<file path="config.mk">
export PLATFORM = sky130hd
export DESIGN_NAME = fifo_push_arbiter
export DESIGN_NICKNAME = d
export VERILOG_FILES = /design/src/rtl/fifo_push_arbiter.sv
export SDC_FILE = /design/constraint.sdc
export NUM_CORES = 1
export LEC_CHECK = 0
export ABC_AREA = 1
export CAP_MARGIN = 25
export CORE_MARGIN = 2
export CORE_UTILIZATION = 49
export CTS_CLUSTER_DIAMETER = 30
export DETAILED_ROUTE_END_ITERATION = 16
export PLACE_DENSITY = 0.79
export SKIP_LAST_GASP = 1
export SLEW_MARGIN = 15
export SYNTH_ARGS = -nofsm -noshare
export SYNTH_HDL_FRONTEND = slang
export SYNTH_SLANG_ARGS = --single-unit
</file>
<file path="constraint.sdc">
create_clock -name clk -period 3.2 [get_ports clk]
set_input_delay 0.32 -clock clk [delete_from_list [all_inputs] [get_ports clk]]
set_output_delay 0.32 -clock clk [all_outputs]
set_load 0.03 [all_outputs]
</file>
<file path="src/rtl/fifo_push_arbiter.sv">
`default_nettype none
// ============================================================================
// Module      : fifo_push_arbiter
// Description : Round-robin arbiter sharing one FiFo push port between
//               NUM_REQ valid/ready producers. Zero-latency data path with
//               a burst lock: a winner may push up to MAX_BURST consecutive
//               words before priority rotates past it.
// Revision    : 1.0 - initial release
// ============================================================================
module fifo_push_arbiter #(
  parameter int NUM_REQ    = 4,
  parameter int DATA_WIDTH = 2,
  parameter int MAX_BURST  = 2
) (
  input  logic                          clk,
  input  logic                          reset,
  input  logic [NUM_REQ-1:0]            io_req_valid,
  input  logic [NUM_REQ*DATA_WIDTH-1:0] io_req_data,
  output logic [NUM_REQ-1:0]            io_req_ready,
  input  logic                          io_fifo_full,
  output logic                          io_fifo_push,
  output logic [DATA_WIDTH-1:0]         io_fifo_din,
  output logic [$clog2(NUM_REQ)-1:0]    io_grant_id,
  output logic                          io_busy
);

  // --------------------------------------------------------------------------
  // Derived constants
  // --------------------------------------------------------------------------
  localparam int c_IDW = $clog2(NUM_REQ);
  localparam int c_CW  = $clog2(MAX_BURST + 1);

  // Highest legal requester index; pointer increments wrap here, which keeps
  // non-power-of-two NUM_REQ values correct.
  localparam logic [c_IDW-1:0] c_LAST_IDX    = c_IDW'(NUM_REQ - 1);
  // Requester count one bit wider than an index, used by the modulo scan.
  localparam logic [c_IDW:0]   c_NUM_REQ_EXT = (c_IDW + 1)'(NUM_REQ);
  localparam logic [c_CW-1:0]  c_BURST_MAX   = c_CW'(MAX_BURST);
  localparam logic [c_CW-1:0]  c_BURST_ONE   = c_CW'(1);
  localparam logic [NUM_REQ-1:0] c_ONEHOT_LSB = NUM_REQ'(1);

  // --------------------------------------------------------------------------
  // State
  // --------------------------------------------------------------------------
  logic [c_IDW-1:0] r_ptr;        // first index scanned when no lock is held
  logic [c_IDW-1:0] r_owner;      // most recent winner
  logic [c_CW-1:0]  r_burst_cnt;  // words pushed by owner in current burst
  logic             r_locked;     // owner holds the burst lock

  // --------------------------------------------------------------------------
  // Combinational nets
  // --------------------------------------------------------------------------
  logic               w_owner_valid;
  logic [c_IDW-1:0]   w_start;
  logic [c_IDW:0]     w_scan_sum;
  logic [c_IDW-1:0]   w_scan_idx;
  logic               w_scan_found;
  logic [c_IDW-1:0]   w_cand;
  logic               w_none;
  logic               w_fire;
  logic               w_same_owner;
  logic [c_CW-1:0]    w_next_cnt;
  logic               w_burst_done;
  logic [NUM_REQ-1:0] w_onehot;
  logic [DATA_WIDTH-1:0] w_din;

  // Increment an index modulo NUM_REQ.
  function automatic logic [c_IDW-1:0] f_wrap_inc(input logic [c_IDW-1:0] idx);
    return (idx == c_LAST_IDX) ? '0 : idx + 1'b1;
  endfunction

  assign w_owner_valid = io_req_valid[r_owner];
  assign w_none        = ~|io_req_valid;
  // While locked the owner has priority; if it has dropped out, scanning
  // starts just after it so it does not win again ahead of the others.
  assign w_start       = r_locked ? f_wrap_inc(r_owner) : r_ptr;
  assign w_fire        = !w_none && !io_fifo_full;

  // Rotating priority scan: first valid requester at or after w_start.
  always_comb begin
    w_scan_found = 1'b0;
    w_scan_idx   = '0;
    w_scan_sum   = '0;
    for (int k = 0; k < NUM_REQ; k++) begin
      w_scan_sum = {1'b0, w_start} + (c_IDW + 1)'(k);
      if (w_scan_sum >= c_NUM_REQ_EXT) begin
        w_scan_sum = w_scan_sum - c_NUM_REQ_EXT;
      end
      if (!w_scan_found && io_req_valid[w_scan_sum[c_IDW-1:0]]) begin
        w_scan_found = 1'b1;
        w_scan_idx   = w_scan_sum[c_IDW-1:0];
      end
    end
  end

  // Candidate choice: a locked owner that is still valid keeps the port.
  always_comb begin
    w_cand = '0;
    if (r_locked && w_owner_valid) begin
      w_cand = r_owner;
    end else if (w_scan_found) begin
      w_cand = w_scan_idx;
    end
  end

  // Write-data multiplexer selecting the candidate's word.
  always_comb begin
    w_din = '0;
    for (int k = 0; k < NUM_REQ; k++) begin
      if (w_cand == c_IDW'(k)) begin
        w_din = io_req_data[k*DATA_WIDTH +: DATA_WIDTH];
      end
    end
  end

  assign w_onehot = c_ONEHOT_LSB << w_cand;

  // Burst accounting: a push continues the burst only if the lock is held
  // by the same requester; any other winner starts a fresh burst of one.
  assign w_same_owner = r_locked && (w_cand == r_owner);
  assign w_next_cnt   = w_same_owner ? (r_burst_cnt + 1'b1) : c_BURST_ONE;
  assign w_burst_done = (w_next_cnt == c_BURST_MAX);

  // Output drive; everything is held quiet while reset is asserted.
  always_comb begin
    io_fifo_push = 1'b0;
    io_req_ready = '0;
    io_grant_id  = '0;
    io_busy      = 1'b0;
    io_fifo_din  = w_din;
    if (!reset) begin
      io_fifo_push = w_fire;
      io_req_ready = w_fire ? w_onehot : '0;
      io_grant_id  = w_cand;
      io_busy      = r_locked;
    end
  end

  // Arbitration state update: burst progress on a push, lock release when
  // the owner walks away, and full hold under backpressure.
  always_ff @(posedge clk) begin
    if (reset) begin
      r_ptr       <= '0;
      r_owner     <= '0;
      r_burst_cnt <= '0;
      r_locked    <= 1'b0;
    end else if (w_fire) begin
      r_owner <= w_cand;
      if (w_burst_done) begin
        r_locked    <= 1'b0;
        r_burst_cnt <= '0;
        r_ptr       <= f_wrap_inc(w_cand);
      end else begin
        r_locked    <= 1'b1;
        r_burst_cnt <= w_next_cnt;
      end
    end else if (r_locked && !w_owner_valid) begin
      r_locked    <= 1'b0;
      r_burst_cnt <= '0;
      r_ptr       <= f_wrap_inc(r_owner);
    end
  end

endmodule
`default_nettype wire

</file>
After elaboration in Yosys (flattened, before gate mapping)
Cells that the tools add are included.

Register bits: 7. Input bits: 15. Output and inout bits: 10. Word-level logic and storage cells: 93.

Add/subtract/negate cells: 10. $lt $le $gt $ge: 9. Eq/ne operators: 7. Shift-type cells: 1. Mux-type cells: 46. Reduce and logical (&&, ||, !) cells: 16.

Operators with widths (count): $mux W2 (25); $lt A2 B3 Y1 const B (5); $mux W1 (14); $bmux W1 S2 (5); $ge A3 B3 Y1 const B (3); $eq A2 B2 Y1 const B (4); $mux W4 (2); $sub A2 B1 Y2 const B (4); $logic_and A1 B1 Y1 (7); $add A2 B1 Y2 const B (3); $add A2 B2 Y3 const B (2); $logic_not A1 Y1 (5); $reduce_or A4 Y1 (1); $shl A1 B2 Y4 const A (1); $add A2 B1 Y3 const B (1); $ge A2 B3 Y1 const B (1); $eq A2 B1 Y1 const B (1); $eq A2 B2 Y1 (1); $logic_not A2 Y1 (1); $ne A2 B1 Y1 const B (1); $reduce_and A2 Y1 (1); $reduce_bool A2 Y1 (1).

Longest topological paths before layout
Gate-level depths: netlist of run 1.

Depth in word-level cells: 25. Depth in mapped cells: 21. Depth with buffers taken out: 20.

Worst setup path before layout of run 1
No wires, ideal clock.

Path kind: reg-to-output. From: register r_owner[0]. To: output io_req_ready[1]. Data arrival time: 2.637 ns. Required time: 2.880 ns. Setup slack: 0.243 ns. Cell stages (with the launch flop): 17. Path buffers: 0. Cells stage by stage: dfxtp_1 ha_1 inv_1 nand2_1 nand2_1 nand2_1 nand2_1 nand2_2 nand2_4 nor2_4 nand2_1 nor2_1 nor2_4 inv_2 nor2_1 inv_1 nor2_1.

Word-level cells in the longest chain between the ends: 22. Elaborated cells between the ends (all ways): 49. Classes of those cells: add/sub (8); order compare (4); eq/ne (1); shift (1); mux (28); reduce/logical (7).

RTL lines: start: declaration (line 46) `logic [c_IDW-1:0] r_owner;`; start signal: assignment (line 148) `r_owner <= w_cand;`; branches (longest 18 deep; another with $add A2 B1 Y3); $mux W2 * (line 99) `if (r_locked && w_owner_valid) begin`; $shl A1 B2 Y4 * (line 116) `assign w_onehot = c_ONEHOT_LSB << w_cand;`; $mux W4 * (line 133) `io_req_ready = w_fire ? w_onehot : '0;`; $mux W4 * (line 131) `if (!reset) begin`; end: declaration (line 19) `output logic [NUM_REQ-1:0] io_req_ready,`.

Mark *: on every way between the ends. The select of a mux whose other input is x is not followed.

Final worst setup path of run 1
From: register r_owner[1]. To: output io_fifo_din[0].

Word-level cells in the longest chain between the ends: 24. Elaborated cells between the ends (all ways): 54. Classes of those cells: add/sub (8); order compare (4); eq/ne (4); mux (30); reduce/logical (8).

RTL lines: branches (longest 18 deep; another with $add A2 B1 Y3); $mux W2 * (line 99); via w_cand[1] (line 58) `logic [c_IDW-1:0] w_cand;`; $logic_not A2 Y1 (line 110) `if (w_cand == c_IDW'(k)) begin`; $mux W2 (3 in series) (line 110); $mux W2 * (line 110); end: declaration (line 22) `output logic [DATA_WIDTH-1:0] io_fifo_din,`.

Mark *: on every way through the listed nets, which the timed path passes. The select of a mux whose other input is x is not followed.

==> flow_summary.toml, run 1 <==
[outcome]
run_status = "completed"

[floorplan]
floorplan.rows = 16
die_h_um = 49.8
design.die.area_mm2 = 0.00248
effective_utilization_at_floorplan_pct = 52.4
core_region_area_mm2 = 0.00196
horizontal_die_dimension_um = 49.8
io_pins = 25

[placed_design]
port_buffers = 24
placed_cell_area_mm2 = 0.00129
gp_weighted_congestion = 0.910
placed_cells_incl_taps = 234
place.detailed.hpwl_um = 2200

[global_route]
grt_pass1_vias = 1130
grt_pass1_wl_um = 4570
global_route.overflow_total = 0
number_of_antenna_violations_at_the_first_check_in_global_routing = 0
grt_max_degree = 12
total_global_route_track_usage_pct = 23.4

[yosys]
synth-main-ff-cell = "sky130_fd_sc_hd__dfxtp_1"
synthesis.instances = 182
netlist_top_cells_count = "65 x sky130_fd_sc_hd__nand2_1, 21 x sky130_fd_sc_hd__inv_1, 17 x sky130_fd_sc_hd__nand3_1"
synth_top_area_cell = "sky130_fd_sc_hd__nand2_1"
synth_area_per_cell_um2 = 5.65
post_synth_instance_area_mm2 = 0.00103
synthTopCellsByArea = "sky130_fd_sc_hd__nand2_1 24%, sky130_fd_sc_hd__dfxtp_1 14%, sky130_fd_sc_hd__nand3_1 8.3%, sky130_fd_sc_hd__inv_1 7.7%, sky130_fd_sc_hd__nand2_2 6.7%"
synth-seq-cells = 7
syn-num-nets = 202
synth.top_cell.area_share_pct = 23.7
synth.lib_cells_used.distinct = 22
synth-warning-count = 0
yosys.cell_count.top_type = "sky130_fd_sc_hd__nand2_1"
seq_area_frac_synth_pct = 13.6
async_reset_ff_share_pct = 0
synth_enable_flop_cells = 0

[timing]
worst_slew_pin_slew_ps = 335
hold_viol = 0
layout_min_cycle_time_ps = 3030
slew_headroom_pct = 77.6
clock-skew-final_ps = 10.4
setup_tns_ps = 0
slew_viol_final = 0
timing.final.crit_share_pct = 94.7
report.final.setup_viol = 0
fmaxAchievable_mhz = 330

[pwr]
vdd.ir_drop.worst_uv = 758
pwr-share-clk_pct = 5.7
total_power_density_per_cell_area_mw_per_mm2 = 1010
power.switching_fraction_pct = 56.7
sequentialPowerShare_pct = 9.0
fin_total_pwr_w = 0.00148
comb_power_share_pct = 85.3
switching_power_w = 0.000836
leakagePower_nw = 0.719
power.internal_w = 0.000639

[clock_network]
cts_made_buffers = 3
path_clk_slew_ps = 60
cts_max_level = 1
cts_root_buffer = "sky130_fd_sc_hd__clkbuf_4"
clock_sink_count = 7
cts_hold_repair.buffers = 0
tritoncts = "done"
max-clock-path-buffers = 2
clock_network_latency_to_the_later_pin_of_the_worst_skew_pair_ps = 270

[critical_path]
cp_data_required_time_ps = 2880
timing.critical_path.max_delay_family = "simple AND/OR/NAND/NOR gates"
worstPathArrival_ps = 2710
cp_max_fo = 5
setup.worst_path.class = "register to primary output"
endpoint_kind = "primary output"
slowest_stage = "sky130_fd_sc_hd__dfxtp_4"
cp_slowest_stage_delay_ps = 370
critPathBufInv = 3
worst_path_most_repeated_cell = "sky130_fd_sc_hd__nand2_2"
cp-start-kind = "register"
worstPathCellList = "ha_4 > inv_1 > nand2_1 > nand2_2 > nand2_2 > nand2_2 > nand2_2 > nand2_4 > nor2_4 > nand3_1 > nand2_2 > nand2_1 > o21ai_2 > buf_4 > ha_1 > a21oi_1 > a21oi_1 > buf_4"

[final_layout]
combined_area_of_the_multi_input_logic_cells_um2 = 855
final-seq-area_um2 = 146
fillerInstances = 186
final_cell_area_mm2 = 0.00146
stdcell_count = 245
syn_to_final_growth_pct = 42.0
fin_util_pct = 74.4
antennaDiodeCount = 0
nets = 239
drive_above_1_share_pct = 30.7

[drt]
drt_wl_total_um = 3000
antenna_left = 0
wl_met3_um = 220
num_vias = 1312
avgRoutedWirePerCell_um = 12.2
met2WireLength_um = 1470
m1WireLength_um = 1240
drt_iter0_drc = 45
firstDrtPassIters = 5
detail_route.vias_per_cell = 5.36
topRoutingLayerUsed = "met4"
detail_route.drc_violations = 0

[min_path]
hold_path_class = "register to register"

[run]
drv.max_cap_violation_count = 0
## state kept, by name, indices dropped and copies added, names as in the netlist
name         flops
r_locked         1
r_ptr            2
r_owner          2
r_burst_cnt      2
## worst paths after layout
kind                                startpoint             end  slack, ps  depth (start not counted)
worst max-delay path                r_owner[1]  io_fifo_din[0]        170                         18
worst min-delay path            r_burst_cnt[1]  r_burst_cnt[1]        540                          2
worst max register to register      r_owner[1]        r_ptr[1]        680                         20
worst min register to register  r_burst_cnt[1]  r_burst_cnt[1]        540                          2
## timing repair
item                                    4_1_cts  5_1_grt
gates resized for setup                       5       29
endpoints found under the setup margin        5        8
setup buffers                                 0        6
pin swaps                                     0        6
cloned                                        0        1
## tightest hold or removal path: stages, from the launching register on
cell	delay, ps
sky130_fd_sc_hd__dfxtp_1	310
sky130_fd_sc_hd__inv_1	110
sky130_fd_sc_hd__a211oi_1	70
## metrics by stage
step                      setup WS (ps)  hold WS [ps]
after floorplan                     243           489
after global placement              176           511
after detailed placement            138           537
after CTS                          3.60           547
after global routing              -40.2           571
final                               169           541
## placed cells by master, fill, tap and decap left out
| cell type | n |
|---|---|
| sky130_fd_sc_hd__ha_1 | 2 |
| sky130_fd_sc_hd__nand4_1 | 2 |
| sky130_fd_sc_hd__dlygate4sd2_1 | 2 |
| sky130_fd_sc_hd__clkdlybuf4s50_1 | 16 |
| sky130_fd_sc_hd__nor2_4 | 3 |
| sky130_fd_sc_hd__nor2_1 | 15 |
| sky130_fd_sc_hd__a211oi_1 | 1 |
| sky130_fd_sc_hd__dfxtp_2 | 2 |
| sky130_fd_sc_hd__nand2_1 | 57 |
| sky130_fd_sc_hd__dfxtp_1 | 4 |
| sky130_fd_sc_hd__nand2_2 | 18 |
| sky130_fd_sc_hd__nand3_2 | 4 |
| sky130_fd_sc_hd__nand2_4 | 4 |
| sky130_fd_sc_hd__ha_2 | 1 |
| sky130_fd_sc_hd__o21ai_2 | 2 |
| sky130_fd_sc_hd__dfxtp_4 | 1 |
| sky130_fd_sc_hd__clkbuf_4 | 3 |
| sky130_fd_sc_hd__o21ai_0 | 5 |
| sky130_fd_sc_hd__a21oi_1 | 13 |
| sky130_fd_sc_hd__inv_4 | 1 |
| sky130_fd_sc_hd__o21ai_4 | 1 |
| sky130_fd_sc_hd__clkinv_2 | 1 |
| sky130_fd_sc_hd__o211ai_1 | 2 |
| sky130_fd_sc_hd__nand3_1 | 15 |
| sky130_fd_sc_hd__buf_6 | 1 |
| sky130_fd_sc_hd__nand4_4 | 1 |
| sky130_fd_sc_hd__o31ai_1 | 1 |
| sky130_fd_sc_hd__inv_1 | 16 |
| sky130_fd_sc_hd__buf_4 | 16 |
| sky130_fd_sc_hd__inv_2 | 6 |
| sky130_fd_sc_hd__ha_4 | 2 |
## power groups by stage
| stage | registers, W | logic [W] | clock network, W |
|---|---|---|---|
| final | 0.000133 | 0.00126 | 0.0000847 |
| after global routing | 0.000134 | 0.00138 | 0.0000940 |
| after CTS | 0.000125 | 0.00106 | 0.0000857 |
| after detailed placement | 0.000126 | 0.00105 | 0 |
| after global placement | 0.000125 | 0.00102 | 0 |
| after floorplan | 0.000118 | 0.000784 | 0 |
## cell families after synthesis
| kind of cell | after synthesis | share of synthesized area [%] |
|---|---|---|
| AND/OR/NAND/NOR | 118 | 54.9 |
| buffers and inverters | 27 | 12.3 |
| adder cells (fa/ha/maj) | 5 | 6.08 |
| AO/OA/AOI/OAI | 25 | 13.1 |
| flip-flops | 7 | 13.6 |
## cell type report
type / count / share of cell area (%)
Timing Repair Buffer: 35 / 21.2
Clock buffer: 3 / 1.54
Sequential cell: 7 / 10.0
Tap cell: 27 / 2.31
Inverter: 23 / 6.08
Multi-Input combinational cell: 149 / 58.5
Clock inverter: 1 / 0.343
## per-layer routing
| layer | global-route usage [%] | up-vias |
|---|---|---|
| met3 | 3.03 | 9 |
| met4 | 9.72 | 0 |
| met2 | 39.8 | 56 |
| met5 | 0 | - |
| li1 | - | 654 |
| met1 | 29.4 | 593 |
(Power assumes the default switching activity.)
==> inputs of run 2 (changes only) <==
Settings changed: CORE_UTILIZATION 49 to 44, MAX_ROUTING_LAYER set to met4, PLACE_DENSITY 0.79 to 0.75.
Clock period 3.2 ns to 2.5 ns, I/O delays scaled along.
==> run 2 against run 1 <==
The run now ends with setup timing left. Routed wire length up 57%. Sequential share of layout area down 2.8 points. Worst hold slack worse by 8.5 ps. Via count up 25%. Core utilization up 16 points. Die area up 10%. Register-to-register slack worse by 820 ps. Non-clock buffer count up 41. Critical endpoint unchanged. Largest cell class unchanged.
==> flow_summary.toml, run 2 (same netlist as run 1, synthesis figures left out) <==
[global_route]
global_route.overflow_total = 0
grt_pass1_wl_um = 6780
grt_max_degree = 11
number_of_antenna_violations_at_the_first_check_in_global_routing = 0
grt_pass1_vias = 1574
total_global_route_track_usage_pct = 34.5

[outcome]
run_status = "finished, violations left"
failed_checks = "setup timing"

[critical_path]
cp_max_fo = 10
cp_data_required_time_ps = 2250
startpoint = "r_owner[0]"
timing.reg2reg.setup_slack_ps = -140
endpoint_kind = "primary output"
rr_endpoint = "r_ptr[0]"
setup_crit_end = "io_fifo_din[0]"
setup.worst_path.class = "register to primary output"
r2r_cells = 20
cp-start-kind = "register"
rr_startpoint = "r_owner[0]"
worstPathArrival_ps = 2700

[final_layout]
nets = 279
final_cell_mix = "50 x sky130_fd_sc_hd__buf_4, 45 x sky130_fd_sc_hd__nand2_1, 20 x sky130_fd_sc_hd__nand2_2"
antennaDiodeCount = 0
final-seq-area_um2 = 144
layout_commonest_cell = "sky130_fd_sc_hd__buf_4"
drive_above_1_share_pct = 55.8
combined_area_of_the_multi_input_logic_cells_mm2 = 0.00104
layout_top_registers = "r_burst_cnt (2), r_owner (2), r_ptr (2)"
syn_to_final_growth_pct = 93.4
fillerInstances = 98
fin_util_pct = 89.9

[floorplan]
die_h_um = 52.3
io_pins = 25
design.die.area_mm2 = 0.00274
horizontal_die_dimension_um = 52.3
core_region_area_mm2 = 0.00221
floorplan.rows = 17
effective_utilization_at_floorplan_pct = 46.5

[clock_network]
cts_root_buffer = "sky130_fd_sc_hd__clkbuf_4"
max-clock-path-buffers = 2
path_clk_slew_ps = 50
clock_sink_count = 7
cts_max_level = 1
cts_made_buffers = 3
tritoncts = "done"
clock_network_latency_to_the_later_pin_of_the_worst_skew_pair_ps = 240

[timing]
timing.final.ws_setup_ps = -451
rsz0062_at_grt = "true"
clock-skew-final_ps = 3.76
slew_headroom_pct = 78.4
layout_min_cycle_time_ps = 2950
fmaxAchievable_mhz = 339
hold_viol = 0
report.final.setup_viol = 11
timing.final.crit_share_pct = 118
slew_viol_final = 0
worst_slew_pin_slew_ps = 321

[drt]
drt_wl_total_um = 4720
antenna_left = 0
drt_iter0_drc = 45
detail_route.drc_violations = 0
avgRoutedWirePerCell_um = 16.5
num_vias = 1634
firstDrtPassIters = 4
detail_route.vias_per_cell = 5.71

[pwr]
power.internal_w = 0.00143
vdd.ir_drop.worst_uv = 1030
leakagePower_nw = 0.950
total_power_density_per_cell_area_mw_per_mm2 = 1470
switching_power_w = 0.00149
comb_power_share_pct = 91.0
fin_total_pwr_w = 0.00292
pwr-share-clk_pct = 3.3
sequentialPowerShare_pct = 5.7
power.switching_fraction_pct = 51.1

[placed_design]
port_buffers = 24
gp_weighted_congestion = 0.799
place.detailed.hpwl_um = 2510

[min_path]
hold_path_class = "register to register"

[run]
drv.max_cap_violation_count = 0
==> run 2: changes by cell type in the layout (fill, tap and decap cells not counted), sizes merged <==
| cell | delta |
|---|---|
| clkdlybuf4s50 | -1 |
| nand2 | -1 |
| buf | +44 |
| clkbuf | +1 |
| dlygate4sd2 | -2 |
| clkinv | -1 |
==> run 2: routing by layer <==
| layer | wire [µm] | track usage [%] | vias up |
|---|---|---|---|
| met3 | 268 | 7.14 | 43 |
| li1 | - | - | 733 |
| met4 | 319 | 21.8 | 0 |
| met5 | 0 | - | - |
| met2 | 2400 | 60.0 | 99 |
| met1 | 1740 | 35.1 | 759 |
==> run 2: worst min path at each step <==
| stage | cells past startpoint | endpoint | from |
|---|---|---|---|
| 3_3_place_gp | 2 | r_burst_cnt[1] | r_burst_cnt[1] |
| 4_1_cts | 2 | r_burst_cnt[1] | r_burst_cnt[1] |
| 5_1_grt | 2 | r_burst_cnt[1] | r_burst_cnt[1] |
| 6_report | 2 | r_burst_cnt[1] | r_burst_cnt[1] |
| 2_1_floorplan | 3 | r_burst_cnt[0] | io_fifo_full |
| 3_5_place_dp | 2 | r_burst_cnt[1] | r_burst_cnt[1] |
==> run 2: final cells by class <==
class	count	share of cell area, %
Multi-Input combinational cell	148	52.2
Timing Repair Buffer	76	32.6
Sequential cell	7	7.23
Inverter	23	4.84
Tap cell	28	1.76
Clock buffer	4	1.32
==> run 2: what timing repair did <==
| action | CTS | global route |
|---|---|---|
| setup endpoints to repair | 8 | 14 |
| pin swaps | 15 | 28 |
| hold buffers | 0 | 0 |
| resized for setup | 40 | 36 |
| buffers inserted | 29 | 7 |
==> run 2: power by group through the flow <==
stage	combinational, W	sequential, W	clock, W
6_report	0.00266	0.000167	0.0000970
3_5_place_dp	0.00165	0.000157	0
5_1_grt	0.00283	0.000167	0.000104
2_1_floorplan	0.00112	0.000151	0
4_1_cts	0.00230	0.000163	0.0000998
3_3_place_gp	0.00160	0.000156	0
==> run 2: worst max-delay path: stages (launching register included) <==
cell and delay (ps):
sky130_fd_sc_hd__dfxtp_2 360, sky130_fd_sc_hd__buf_6 130, sky130_fd_sc_hd__nand2_2 70, sky130_fd_sc_hd__nand2_4 170
sky130_fd_sc_hd__nand2_1 130, sky130_fd_sc_hd__nand3_1 170, sky130_fd_sc_hd__nand2_2 100, sky130_fd_sc_hd__nor2_4 160
sky130_fd_sc_hd__nand4_1 170, sky130_fd_sc_hd__nand3_2 140, sky130_fd_sc_hd__o21ai_4 100, sky130_fd_sc_hd__inv_2 110
sky130_fd_sc_hd__ha_4 150, sky130_fd_sc_hd__inv_4 40, sky130_fd_sc_hd__nand2_2 50, sky130_fd_sc_hd__o211ai_1 100
sky130_fd_sc_hd__a21oi_2 170, sky130_fd_sc_hd__buf_6 140
==> run 2: through the flow <==
step | hold slack, ps | TNS (ps) | worst slack, ps | cell area (µm²) | instances
final | 533 | -3230 | -451 | 1990 | 286
after global routing | 543 | -4400 | -523 | 1990 | 286
after CTS | 530 | -2030 | -304 | 1870 | 286
after detailed placement | 521 | -858 | -246 | 1480 | 254
after global placement | 501 | -222 | -93.4 | 1480 | 254
after floorplan | 450 | 0 | 3.72 | 1090 | 182
==> inputs of run 3 (changes only) <==
Settings changed: GPL_ROUTABILITY_DRIVEN set to 0.
==> results of run 3 <==
Same layout as run 2: the final DEF is identical, and so are final timing and power.
